<file path="config.mk">
export PLATFORM = sky130hd
export DESIGN_NAME = uart_frame_parser
export DESIGN_NICKNAME = d
export VERILOG_FILES = /design/src/rtl/uart_frame_parser.sv
export SDC_FILE = /design/constraint.sdc
export NUM_CORES = 1
export LEC_CHECK = 0
export ABC_AREA = 1
export ABC_CLOCK_PERIOD_IN_PS = 2400
export BUFFER_PORTS_ARGS = -buffer_cell sky130_fd_sc_hd__buf_2
export CORE_MARGIN = 5
export CORE_UTILIZATION = 60
export CTS_CLUSTER_DIAMETER = 40
export DETAILED_ROUTE_END_ITERATION = 7
export GPL_ROUTABILITY_DRIVEN = 0
export PLACE_DENSITY = 0.87
export SLEW_MARGIN = 15
export SYNTH_ARGS = -nofsm -noshare
export SYNTH_HDL_FRONTEND = slang
export SYNTH_SLANG_ARGS = --single-unit
</file>
<file path="constraint.sdc">
create_clock -name sys_clk -period 2.4 [get_ports sys_clk]
set_input_delay 0.36 -clock sys_clk [delete_from_list [all_inputs] [get_ports sys_clk]]
set_output_delay 0.36 -clock sys_clk [all_outputs]
set_load 0.01 [all_outputs]
</file>
<file path="src/rtl/uart_frame_parser.sv">
// Framed-packet parser behind the UART receiver: 55 AA LEN payload CSUM.
// Validated payload is replayed on a valid/ready stream; status is reported as one-cycle pulses.
module uart_frame_parser #(
  parameter int unsigned MAX_LEN  = 16,
  parameter int unsigned UART_BPS = 9600,
  parameter int unsigned CLK_FREQ = 50_000_000,
  parameter int unsigned TO_BYTES = 2
) (
  input  logic       sys_clk,
  input  logic       sys_rst_n,
  input  logic [7:0] pi_data,
  input  logic       pi_flag,
  input  logic       out_ready,
  output logic [7:0] out_data,
  output logic       out_valid,
  output logic       out_last,
  output logic       frm_ok,
  output logic       frm_err,
  output logic       to_err,
  output logic       drop_err
);

  localparam int unsigned TO_CYC = (CLK_FREQ / UART_BPS) * 10 * TO_BYTES;
  localparam int unsigned TMR_W  = 20;
  localparam int unsigned LEN_W  = $clog2(MAX_LEN + 1);
  localparam int unsigned IDX_W  = (MAX_LEN > 1) ? $clog2(MAX_LEN) : 1;

  typedef enum logic [2:0] {
    S_IDLE, S_HDR2, S_LEN, S_DATA, S_CSUM, S_SEND
  } state_e;

  state_e            state_q, state_d;
  logic [LEN_W-1:0]  len_q, len_d;
  logic [7:0]        sum_q, sum_d;
  logic [IDX_W-1:0]  idx_q, idx_d;
  logic [IDX_W-1:0]  rd_q, rd_d;
  logic [TMR_W-1:0]  tmr_q, tmr_d;
  logic [7:0]        out_data_q, out_data_d;
  logic              out_valid_q, out_valid_d;
  logic              out_last_q, out_last_d;
  logic              ok_q, ok_d;
  logic              err_q, err_d;
  logic              to_q, to_d;
  logic              drop_q, drop_d;
  logic [7:0]        mem_q [MAX_LEN];
  logic              mem_we_c;
  logic              tmr_active_c;

  // Next-state, datapath and registered-output logic
  always_comb begin
    state_d     = state_q;
    len_d       = len_q;
    sum_d       = sum_q;
    idx_d       = idx_q;
    rd_d        = rd_q;
    tmr_d       = '0;
    out_data_d  = out_data_q;
    out_valid_d = 1'b0;
    out_last_d  = out_last_q;
    ok_d        = 1'b0;
    err_d       = 1'b0;
    to_d        = 1'b0;
    drop_d      = 1'b0;
    mem_we_c    = 1'b0;

    tmr_active_c = (state_q == S_HDR2) || (state_q == S_LEN) ||
                   (state_q == S_DATA) || (state_q == S_CSUM);

    // A byte arriving on the terminal count wins over the timeout
    if (tmr_active_c && !pi_flag) begin
      if (tmr_q == TMR_W'(TO_CYC - 1)) begin
        to_d    = 1'b1;
        state_d = S_IDLE;
      end else begin
        tmr_d = tmr_q + TMR_W'(1);
      end
    end

    case (state_q)
      S_IDLE: begin
        if (pi_flag && pi_data == 8'h55) state_d = S_HDR2;
      end
      S_HDR2: begin
        if (pi_flag) begin
          if (pi_data == 8'hAA)      state_d = S_LEN;
          else if (pi_data != 8'h55) state_d = S_IDLE;
        end
      end
      S_LEN: begin
        if (pi_flag) begin
          if (pi_data == 8'h00 || pi_data > 8'(MAX_LEN)) begin
            err_d   = 1'b1;
            state_d = S_IDLE;
          end else begin
            len_d   = LEN_W'(pi_data);
            sum_d   = pi_data;
            idx_d   = '0;
            state_d = S_DATA;
          end
        end
      end
      S_DATA: begin
        if (pi_flag) begin
          mem_we_c = 1'b1;
          sum_d    = sum_q + pi_data;
          idx_d    = idx_q + IDX_W'(1);
          if (LEN_W'(idx_q) == len_q - LEN_W'(1)) state_d = S_CSUM;
        end
      end
      S_CSUM: begin
        if (pi_flag) begin
          if (pi_data == sum_q) begin
            ok_d        = 1'b1;
            rd_d        = '0;
            out_valid_d = 1'b1;
            out_data_d  = mem_q[0];
            out_last_d  = (len_q == LEN_W'(1));
            state_d     = S_SEND;
          end else begin
            err_d   = 1'b1;
            state_d = S_IDLE;
          end
        end
      end
      S_SEND: begin
        out_valid_d = 1'b1;
        drop_d      = pi_flag;
        if (out_ready) begin
          if (out_last_q) begin
            out_valid_d = 1'b0;
            state_d     = S_IDLE;
          end else begin
            rd_d       = rd_q + IDX_W'(1);
            out_data_d = mem_q[rd_q + IDX_W'(1)];
            out_last_d = (LEN_W'(rd_q) + LEN_W'(2) == len_q);
          end
        end
      end
      default: state_d = S_IDLE;
    endcase
  end

  // State and output registers
  always_ff @(posedge sys_clk or negedge sys_rst_n) begin
    if (!sys_rst_n) begin
      state_q     <= S_IDLE;
      len_q       <= '0;
      sum_q       <= '0;
      idx_q       <= '0;
      rd_q        <= '0;
      tmr_q       <= '0;
      out_data_q  <= '0;
      out_valid_q <= 1'b0;
      out_last_q  <= 1'b0;
      ok_q        <= 1'b0;
      err_q       <= 1'b0;
      to_q        <= 1'b0;
      drop_q      <= 1'b0;
    end else begin
      state_q     <= state_d;
      len_q       <= len_d;
      sum_q       <= sum_d;
      idx_q       <= idx_d;
      rd_q        <= rd_d;
      tmr_q       <= tmr_d;
      out_data_q  <= out_data_d;
      out_valid_q <= out_valid_d;
      out_last_q  <= out_last_d;
      ok_q        <= ok_d;
      err_q       <= err_d;
      to_q        <= to_d;
      drop_q      <= drop_d;
    end
  end

  // Payload buffer
  always_ff @(posedge sys_clk or negedge sys_rst_n) begin
    if (!sys_rst_n) begin
      for (int i = 0; i < int'(MAX_LEN); i++) mem_q[i] <= '0;
    end else if (mem_we_c) begin
      mem_q[idx_q] <= pi_data;
    end
  end

  assign out_data  = out_data_q;
  assign out_valid = out_valid_q;
  assign out_last  = out_last_q;
  assign frm_ok    = ok_q;
  assign frm_err   = err_q;
  assign to_err    = to_q;
  assign drop_err  = drop_q;

endmodule

</file>
==> impl_metrics.json, run 1 <==
{
  "finalHoldViolations": 0,
  "clk_latency_ns": 0.43,
  "crit_buf_inv": 2,
  "grt_pass1_wl_um": 40610,
  "hpwl_um": 15460,
  "holdWs_ns": 0.2805,
  "die_h_um": 136.1,
  "drt_iter0_drc": 853,
  "ys_ff_latch": 186,
  "post_drt_wl_per_cell_um": 17.13,
  "switchingPower_w": 0.001640,
  "seqPwrFrac": 0.472,
  "start_util": 0.6067,
  "worstPathArrival_ns": 2.58,
  "cp-end-kind": "register",
  "crit_fanout": 20,
  "finalSetupTns_ns": 0,
  "max_cap_violations": 0,
  "netlist_top_cells_area": "dfrtp_1 (49%), nand2_1 (11%), o21ai_0 (10%)",
  "cts_tree": "done",
  "grt_max_degree": 77,
  "syn_to_final_growth_pct": 11.20,
  "powerDensity_nw_per_um2": 633.6,
  "fin_nets": 1226,
  "dp_cells": 1393,
  "yosys_warnings": 0,
  "clkTransAtPathRegs_ns": 0.07,
  "die_area_um2": 18510,
  "final_common_cell": "nand2_1",
  "vias": 8400,
  "drive_gt1_frac": 0.09256,
  "ant_nets": 0,
  "status": "complete, no violations",
  "final_cell_mix": "nand2_1 (272), o21ai_0 (199), dfrtp_1 (185), nor2_1 (149), inv_1 (75)",
  "path_common_cell": "nand2_1",
  "wl_um": 24430,
  "fin_ws_ns": 0.1837,
  "ir_drop_uv": 507.2,
  "synth_top_area_frac": 0.4883,
  "tightest_slew_ns": 0.7587,
  "clock_sinks": 186,
  "critPathMaxStageDelay_ns": 0.39,
  "rsz0062_at_grt": "no",
  "ios": 26,
  "cts_max_path_buffers": 2,
  "netlist_area_um2": 9533,
  "h-tree-depth": 4,
  "cp-start-kind": "register",
  "slew_headroom": 0.4937,
  "critPathKind": "reg -> reg",
  "crit_required_ns": 2.77,
  "skew_ns": 0.009361,
  "setup_viol": 0,
  "worstPathCellList": "ha_1, nor2_1, nand2_1, nor3_1, nand2_1, nand2_1, o211ai_1, buf_4, inv_1, nand3_1, nand2_1",
  "cp_top_family": "simple AND/OR/NAND/NOR gates",
  "fin_cells": 1426,
  "cts-root-buf": "clkbuf_16",
  "gr-total-overflow": 0,
  "final.fill_count": 1208,
  "final_core_util": 0.6746,
  "num_antenna_cells": 0,
  "port_buffers": 25,
  "numCtsBuffers": 17,
  "hold_class": "in -> reg",
  "layout_min_cycle_time_ns": 2.216,
  "worst_path_max_delay_cell": "dfrtp_1",
  "syn_nets": 1209,
  "antenna_found_initial": 0,
  "route.detailed.drc": 0,
  "internal_power_w": 0.005076,
  "slew_viol_final": 0,
  "switching_share": 0.2442,
  "routed_via_density": 5.891,
  "synth_cell_types": 37,
  "core_area_um2": 15710,
  "avgSynthCellArea_um2": 8.079,
  "yosysTopAreaCell": "dfrtp_1",
  "grt_usage": 0.2775,
  "rows": 46,
  "syn_inst": 1180,
  "max_freq_mhz": 451.2,
  "comb_power_share": 0.077,
  "power.share.clock": 0.451,
  "dp_slack_ns": 0.05277,
  "finalCritPeriodShare": 0.9235,
  "drtPass1Iterations": 6,
  "p_leak_nw": 5.031,
  "rrSetupSlack_ns": 0.18,
  "dieWidth_um": 136.1,
  "yosysSeqAreaShare": 0.4883,
  "grt_pass1_vias": 8178
}
[flip-flops by register name (all words and copies together) (netlist names), 3 cells and up]
| name | cells |
|---|---|
| idx_q | 4 |
| sum_q | 8 |
| out_data | 8 |
| tmr_q | 20 |
| state_q | 3 |
| len_q | 5 |
| mem_q | 128 |
| rd_q | 4 |
[tightest hold or removal path, delay by kind of cell]
family                 cells  cell delay (ns)
AOI/OAI and AO/OA          1             0.08
buffers and inverters      1             0.12
and+or+nand+nor            1             0.10
[layer usage]
layer  routed length (µm)  track usage  vias up
met5                    0            0        -
met4                  923       0.1293        0
met3                 2118      0.06477       68
met2                11440       0.4301      417
met1                 9951       0.3724     3983
li1                     -            -     3932
[cell families after synthesis]
kind of cell    count (synthesis)  synth area share
compound gates                285            0.1609
xor+xnor                       21           0.01929
fa+ha+maj                      17           0.02310
buf+inv                       141           0.06379
flops                         186            0.4883
simple gates                  530            0.2447
[through the flow]
stage               power, W  instance area [µm²]
floorplan           0.003512                 9533
global placement    0.003715                 9953
detailed placement  0.003725                 9953
CTS                 0.006721                10600
global route        0.006919                10600
finish              0.006716                10600
[power groups by stage]
stage | registers (W) | clock network [W] | logic, W
3_3_place_gp | 0.00323 | 0 | 0.000489
2_1_floorplan | 0.00322 | 0 | 0.000290
5_1_grt | 0.00317 | 0.00318 | 0.000571
6_report | 0.00317 | 0.00303 | 0.000517
3_5_place_dp | 0.00323 | 0 | 0.000498
4_1_cts | 0.00317 | 0.00304 | 0.000510
[synth_stat cells]
| cell type | number |
|---|---|
| inv_2 | 3 |
| nor3b_1 | 1 |
| inv_1 | 75 |
| buf_12 | 1 |
| o21ai_1 | 17 |
| nand3_4 | 8 |
| a21oi_1 | 25 |
| clkinv_1 | 2 |
| buf_6 | 6 |
| o21bai_1 | 2 |
| o22ai_1 | 1 |
| nor4_1 | 1 |
| o211ai_1 | 32 |
| nor2_1 | 149 |
| o31ai_1 | 2 |
| nor2_4 | 2 |
| o21a_1 | 3 |
| nor2_2 | 1 |
| and3_1 | 1 |
| nand4_4 | 3 |
| buf_1 | 3 |
| ha_1 | 16 |
| nand2_1 | 272 |
| dfrtp_1 | 186 |
| nand2_4 | 2 |
| fa_1 | 1 |
| nor3_1 | 19 |
| xnor2_1 | 8 |
| nor2_8 | 1 |
| nand3_1 | 61 |
| a21o_1 | 3 |
| clkbuf_1 | 37 |
| buf_2 | 14 |
| a31oi_1 | 1 |
| o21ai_0 | 199 |
| nand4_1 | 9 |
| xor2_1 | 13 |
[what timing repair did]
action	CTS	global route
setup endpoints to repair	0	4
hold buffers	1	0
endpoints found under the hold margin	67	0
resized for setup	0	1
buffers inserted	0	0
[final timing paths]
| check | startpoint | to | cells after the start |
|---|---|---|---|
| setup / recovery | sum_q[3] | out_data[0] | 11 |
| hold / removal | pi_data[0] | sum_q[0] | 3 |
| setup reg to reg | sum_q[3] | out_data[0] | 11 |
| hold reg to reg | tmr_q[19] | tmr_q[19] | 1 |
| max in group asynchronous | sys_rst_n | mem_q[53] | 3 |
| min in group asynchronous | sys_rst_n | tmr_q[16] | 2 |
[layout make-up]
cell class / instances / area (µm²) / area share
well taps: 216 / 270.3 / 0.02550
repair buffers: 59 / 466.7 / 0.04403
clock buffers: 18 / 439.2 / 0.04143
multi-input cells: 853 / 4275 / 0.4033
clock inverters: 14 / 192.7 / 0.01818
flip-flops and latches: 186 / 4656 / 0.4392
inverters: 80 / 300.3 / 0.02833
Power figures use the tool's default switching activity.
==> run 2, diff against run 1 <==
PLACE_DENSITY = 0.77   (was 0.87)
==> run 2 against run 1 <==
- core utilization is 0.46 points lower
- die area stayed put
- sequential power hardly changed
- fmax is 2.5% higher
- clock power is 6% lower
- total power is 2.7% lower
- wire length is 3.1% lower
- count of clock-buffer cells in the layout is 2 higher
- clock skew is 0.00050 ns higher
- sequential cell count stayed put
- non-clock buffer count is 2 lower
==> impl_metrics.json, run 2 (same netlist as run 1, synthesis figures left out) <==
{
  "die_h_um": 136.1,
  "worstPathCellList": "ha_1, xnor2_1, nand2_1, o21ai_1, clkinv_1, nand3_1, nand3_1, nand2_1, nand2_1",
  "cp_top_family": "simple AND/OR/NAND/NOR gates",
  "wl_um": 23670,
  "num_antenna_cells": 0,
  "reg_top3": "mem_q (128), tmr_q (20)",
  "setup_viol": 0,
  "powerDensity_nw_per_um2": 620.7,
  "crit_required_ns": 2.73,
  "hpwl_um": 15640,
  "ios": 26,
  "die_area_um2": 18510,
  "cp-end-kind": "register",
  "clkTransAtPathRegs_ns": 0.07,
  "post_drt_wl_per_cell_um": 16.62,
  "gr-total-overflow": 0,
  "status": "complete, no violations",
  "port_buffers": 25,
  "syn_to_final_growth_pct": 10.43,
  "start_util": 0.6067,
  "crit_buf_inv": 1,
  "h-tree-depth": 4,
  "grt_pass1_wl_um": 39450,
  "finalCritPeriodShare": 0.9008,
  "critPathKind": "reg -> reg",
  "max_freq_mhz": 462.6,
  "finalSetupTns_ns": 0,
  "drtPass1Iterations": 6,
  "final_cell_mix": "nand2_1 (272), o21ai_0 (199), dfrtp_1 (185), nor2_1 (149), inv_1 (75)",
  "max_cap_violations": 0,
  "critPathMaxStageDelay_ns": 0.46,
  "cts_tree": "done",
  "grt_pass1_vias": 7466,
  "drive_gt1_frac": 0.09106,
  "regMostFlops": "mem_q",
  "clk_latency_ns": 0.44,
  "postPlaceCellArea_um2": 9916,
  "worstPathArrival_ns": 2.49,
  "crit_fanout": 9,
  "ir_drop_uv": 544.5,
  "p_leak_nw": 4.984,
  "hold_class": "in -> reg",
  "path_common_cell": "nand2_1",
  "worst_path_max_delay_cell": "dfrtp_1",
  "finalHoldViolations": 0,
  "cp-start-kind": "register",
  "cts_max_path_buffers": 2,
  "clock_sinks": 186,
  "route.detailed.drc": 0,
  "ant_nets": 0,
  "rows": 46,
  "slew_viol_final": 0,
  "finish.instance_area_um2": 10530,
  "numCtsBuffers": 17,
  "cts-root-buf": "clkbuf_16",
  "cts_setup_buffers": 0,
  "routed_via_density": 5.640,
  "grt_max_degree": 66,
  "slew_headroom": 0.5247,
  "antenna_found_initial": 0,
  "grt_usage": 0.2710,
  "skew_ns": 0.009864,
  "final_common_cell": "nand2_1",
  "tightest_slew_ns": 0.7103,
  "dieWidth_um": 136.1,
  "drt_iter0_drc": 782,
  "largest_reg_flops": 128,
  "layout_min_cycle_time_ns": 2.162,
  "fin_nets": 1224,
  "rsz0062_at_grt": "no",
  "core_area_um2": 15710,
  "vias": 8031
}
==> run 2: final cells by class <==
type,count,area [µm²]
Tap cell,216,270.3
Clock buffer,20,456.7
Multi-Input combinational cell,853,4278
Inverter,80,300.3
Clock inverter,12,140.1
Fill cell,1279,5185
Sequential cell,186,4656
Timing Repair Buffer,57,426.7
==> run 2: report_power, final <==
part           switching [W]  internal, W
registers          0.0000203      0.00315
logic               0.000361     0.000143
clock network        0.00126      0.00161
==> run 2: path summary, 6_finish.rpt <==
path,slack [ns],end,cells past startpoint,startpoint
min in group asynchronous,0.39,tmr_q[5],2,sys_rst_n
max in group asynchronous,1.29,mem_q[82],3,sys_rst_n
min,0.25,sum_q[3],3,pi_data[3]
min reg2reg,0.46,tmr_q[0],1,tmr_q[0]
max reg2reg,0.24,out_data[4],9,rd_q[1]
max,0.24,out_data[4],9,rd_q[1]
==> run 2: per-layer routing <==
metal / vias up / GRT usage / share of wire
li1: 3928 / - / -
met1: 3782 / 0.4133 / 0.48
met2: 283 / 0.3905 / 0.44
met3: 38 / 0.05144 / 0.063
met4: 0 / 0.09015 / 0.023
met5: - / 0 / 0
==> run 2: repair_timing <==
item | 4_1_cts | 5_1_grt
hold endpoints to repair | 32 | 0
setup endpoints to repair | 0 | 4
hold buffers | 1 | 0
resized for setup | 0 | 1
==> run 2: per-stage QoR <==
| step | power, W | cells | setup WS, ns | utilization | hold WS (ns) |
|---|---|---|---|---|---|
| 2_1_floorplan | 0.003512 | 1180 | 0.4665 | - | 0.06441 |
| 3_3_place_gp | 0.003719 | 1391 | 0.2019 | 0.6311 | 0.2908 |
| 3_5_place_dp | 0.003723 | 1391 | 0.1859 | 0.6311 | 0.2922 |
| 4_1_cts | 0.006562 | 1424 | 0.2510 | 0.6697 | 0.2445 |
| 5_1_grt | 0.006764 | 1424 | 0.04035 | 0.6700 | 0.2757 |
| 6_report | 0.006535 | 1424 | 0.2382 | 0.6700 | 0.2531 |
==> run 2: tightest hold or removal path: cells and delay by family <==
kind,cells,cell delay [ns]
compound gates,2,0.18
buf+inv,1,0.12
==> run 3, diff against run 2 <==
MAX_ROUTING_LAYER = met4   (was not set)
==> run 3 against run 2 <==
- die area did not move
- final cell count is the same
- register-to-register slack about the same
==> impl_metrics.json, run 3 (same netlist as run 1, synthesis figures left out) <==
{
  "critPathKind": "reg -> reg",
  "cts_tree": "done",
  "slew_headroom": 0.5236,
  "ir_drop_uv": 542.4,
  "cts_max_path_buffers": 2,
  "ios": 26,
  "numCtsBuffers": 17,
  "tightest_slew_ns": 0.7120,
  "route.detailed.drc": 0,
  "slew_viol_final": 0,
  "max_cap_violations": 0,
  "final.fill_count": 1279,
  "cp-end-kind": "register",
  "postPlaceCellArea_um2": 9916,
  "dieWidth_um": 136.1,
  "grt_max_degree": 66,
  "final_common_cell": "nand2_1",
  "core_area_um2": 15710,
  "post_drt_wl_per_cell_um": 16.68,
  "rsz0062_at_grt": "no",
  "hpwl_um": 15640,
  "status": "complete, no violations",
  "grt_pass1_vias": 7467,
  "regArea_um2": 4656,
  "drt_iter0_drc": 763,
  "finalSetupTns_ns": 0,
  "final_cell_mix": "nand2_1 (272), o21ai_0 (199), dfrtp_1 (185), nor2_1 (149), inv_1 (75)",
  "ant_nets": 0,
  "drtPass1Iterations": 7,
  "regMostFlops": "mem_q",
  "powerDensity_nw_per_um2": 621.3,
  "cts-root-buf": "clkbuf_16",
  "reg_top3": "mem_q (128), tmr_q (20)",
  "wl_um": 23760,
  "start_util": 0.6067,
  "gr-total-overflow": 0,
  "num_antenna_cells": 0,
  "largest_reg_flops": 128,
  "cp-start-kind": "register",
  "fin_nets": 1224,
  "multi_input_area_um2": 4278,
  "skew_ns": 0.01202,
  "vias": 8051,
  "clock_sinks": 186,
  "die_h_um": 136.1,
  "finish.instance_area_um2": 10530,
  "port_buffers": 25,
  "finalCritPeriodShare": 0.8977,
  "setup_viol": 0,
  "crit_required_ns": 2.78,
  "routed_via_density": 5.654,
  "h-tree-depth": 4,
  "syn_to_final_growth_pct": 10.43,
  "antenna_found_initial": 0,
  "fin_ws_ns": 0.2454,
  "rows": 46,
  "clkTransAtPathRegs_ns": 0.07,
  "p_leak_nw": 4.984,
  "layout_min_cycle_time_ns": 2.155,
  "dp_slack_ns": 0.1859,
  "die_area_um2": 18510,
  "drive_gt1_frac": 0.09106,
  "max_freq_mhz": 464.1,
  "hold_class": "in -> reg",
  "worstPathArrival_ns": 2.54,
  "crit_fanout": 65,
  "grt_pass1_wl_um": 39450,
  "grt_usage": 0.2792,
  "clk_latency_ns": 0.44,
  "finalHoldViolations": 0
}
[run 3: cell counts in the layout (fill, tap and decap cells not counted)]
Identical to the previous run, type by type.
[run 3: final timing paths]
check / from / end / slack (ns) / cells past startpoint
setup / recovery: rd_q[1] / out_data[0] / 0.25 / 8
hold / removal: pi_data[3] / sum_q[3] / 0.26 / 3
setup reg to reg: rd_q[1] / out_data[0] / 0.25 / 8
hold reg to reg: tmr_q[0] / tmr_q[0] / 0.46 / 1
max in group asynchronous: sys_rst_n / mem_q[82] / 1.28 / 3
min in group asynchronous: sys_rst_n / tmr_q[5] / 0.39 / 2
[run 3: cell type report]
class | count | share of cell area
clock buffer | 20 | 0.04338
clock inverter | 12 | 0.01331
inverter | 80 | 0.02852
multi-input combinational | 853 | 0.4063
sequential | 186 | 0.4422
tap | 216 | 0.02567
timing repair buffer | 57 | 0.04053
[run 3: repair_timing]
action                     in CTS  in global routing
setup endpoints to repair       0                  4
hold buffers                    1                  0
buffers inserted                0                  0
hold endpoints to repair       32                  0
gates resized for setup         0                  1
[run 3: power by group]
part           internal (W)  leakage (nW)  total (W)  switching [W]
combinational      0.000143          2.13   0.000504       0.000361
clock               0.00161         0.289    0.00287        0.00126
sequential          0.00315          2.57    0.00317      0.0000213
[run 3: stage by stage]
stage | hold slack [ns] | instances | utilization | total power [W]
after floorplan | 0.06441 | 1180 | - | 0.003512
after global placement | 0.2908 | 1391 | 0.6311 | 0.003719
after detailed placement | 0.2922 | 1391 | 0.6311 | 0.003723
after CTS | 0.2445 | 1424 | 0.6697 | 0.006562
after global routing | 0.2742 | 1424 | 0.6700 | 0.006766
final | 0.2634 | 1424 | 0.6700 | 0.006541
[run 3: per-layer routing]
layer	wire length, µm	vias to the layer above	track usage
li1	-	3928	-
met1	11310	3807	0.4145
met2	10370	273	0.3897
met3	1491	43	0.05144
met4	589	0	0.09015
met5	0	-	-
[run 3: critical path, cell delays in order (launching register included)]
cell and delay (ns):
dfrtp_1 0.46, ha_2 0.38, buf_12 0.26, o21ai_0 0.14, o211ai_1 0.31, nand3_1 0.19
nand3_1 0.16, nand3_1 0.09, nand2_1 0.06
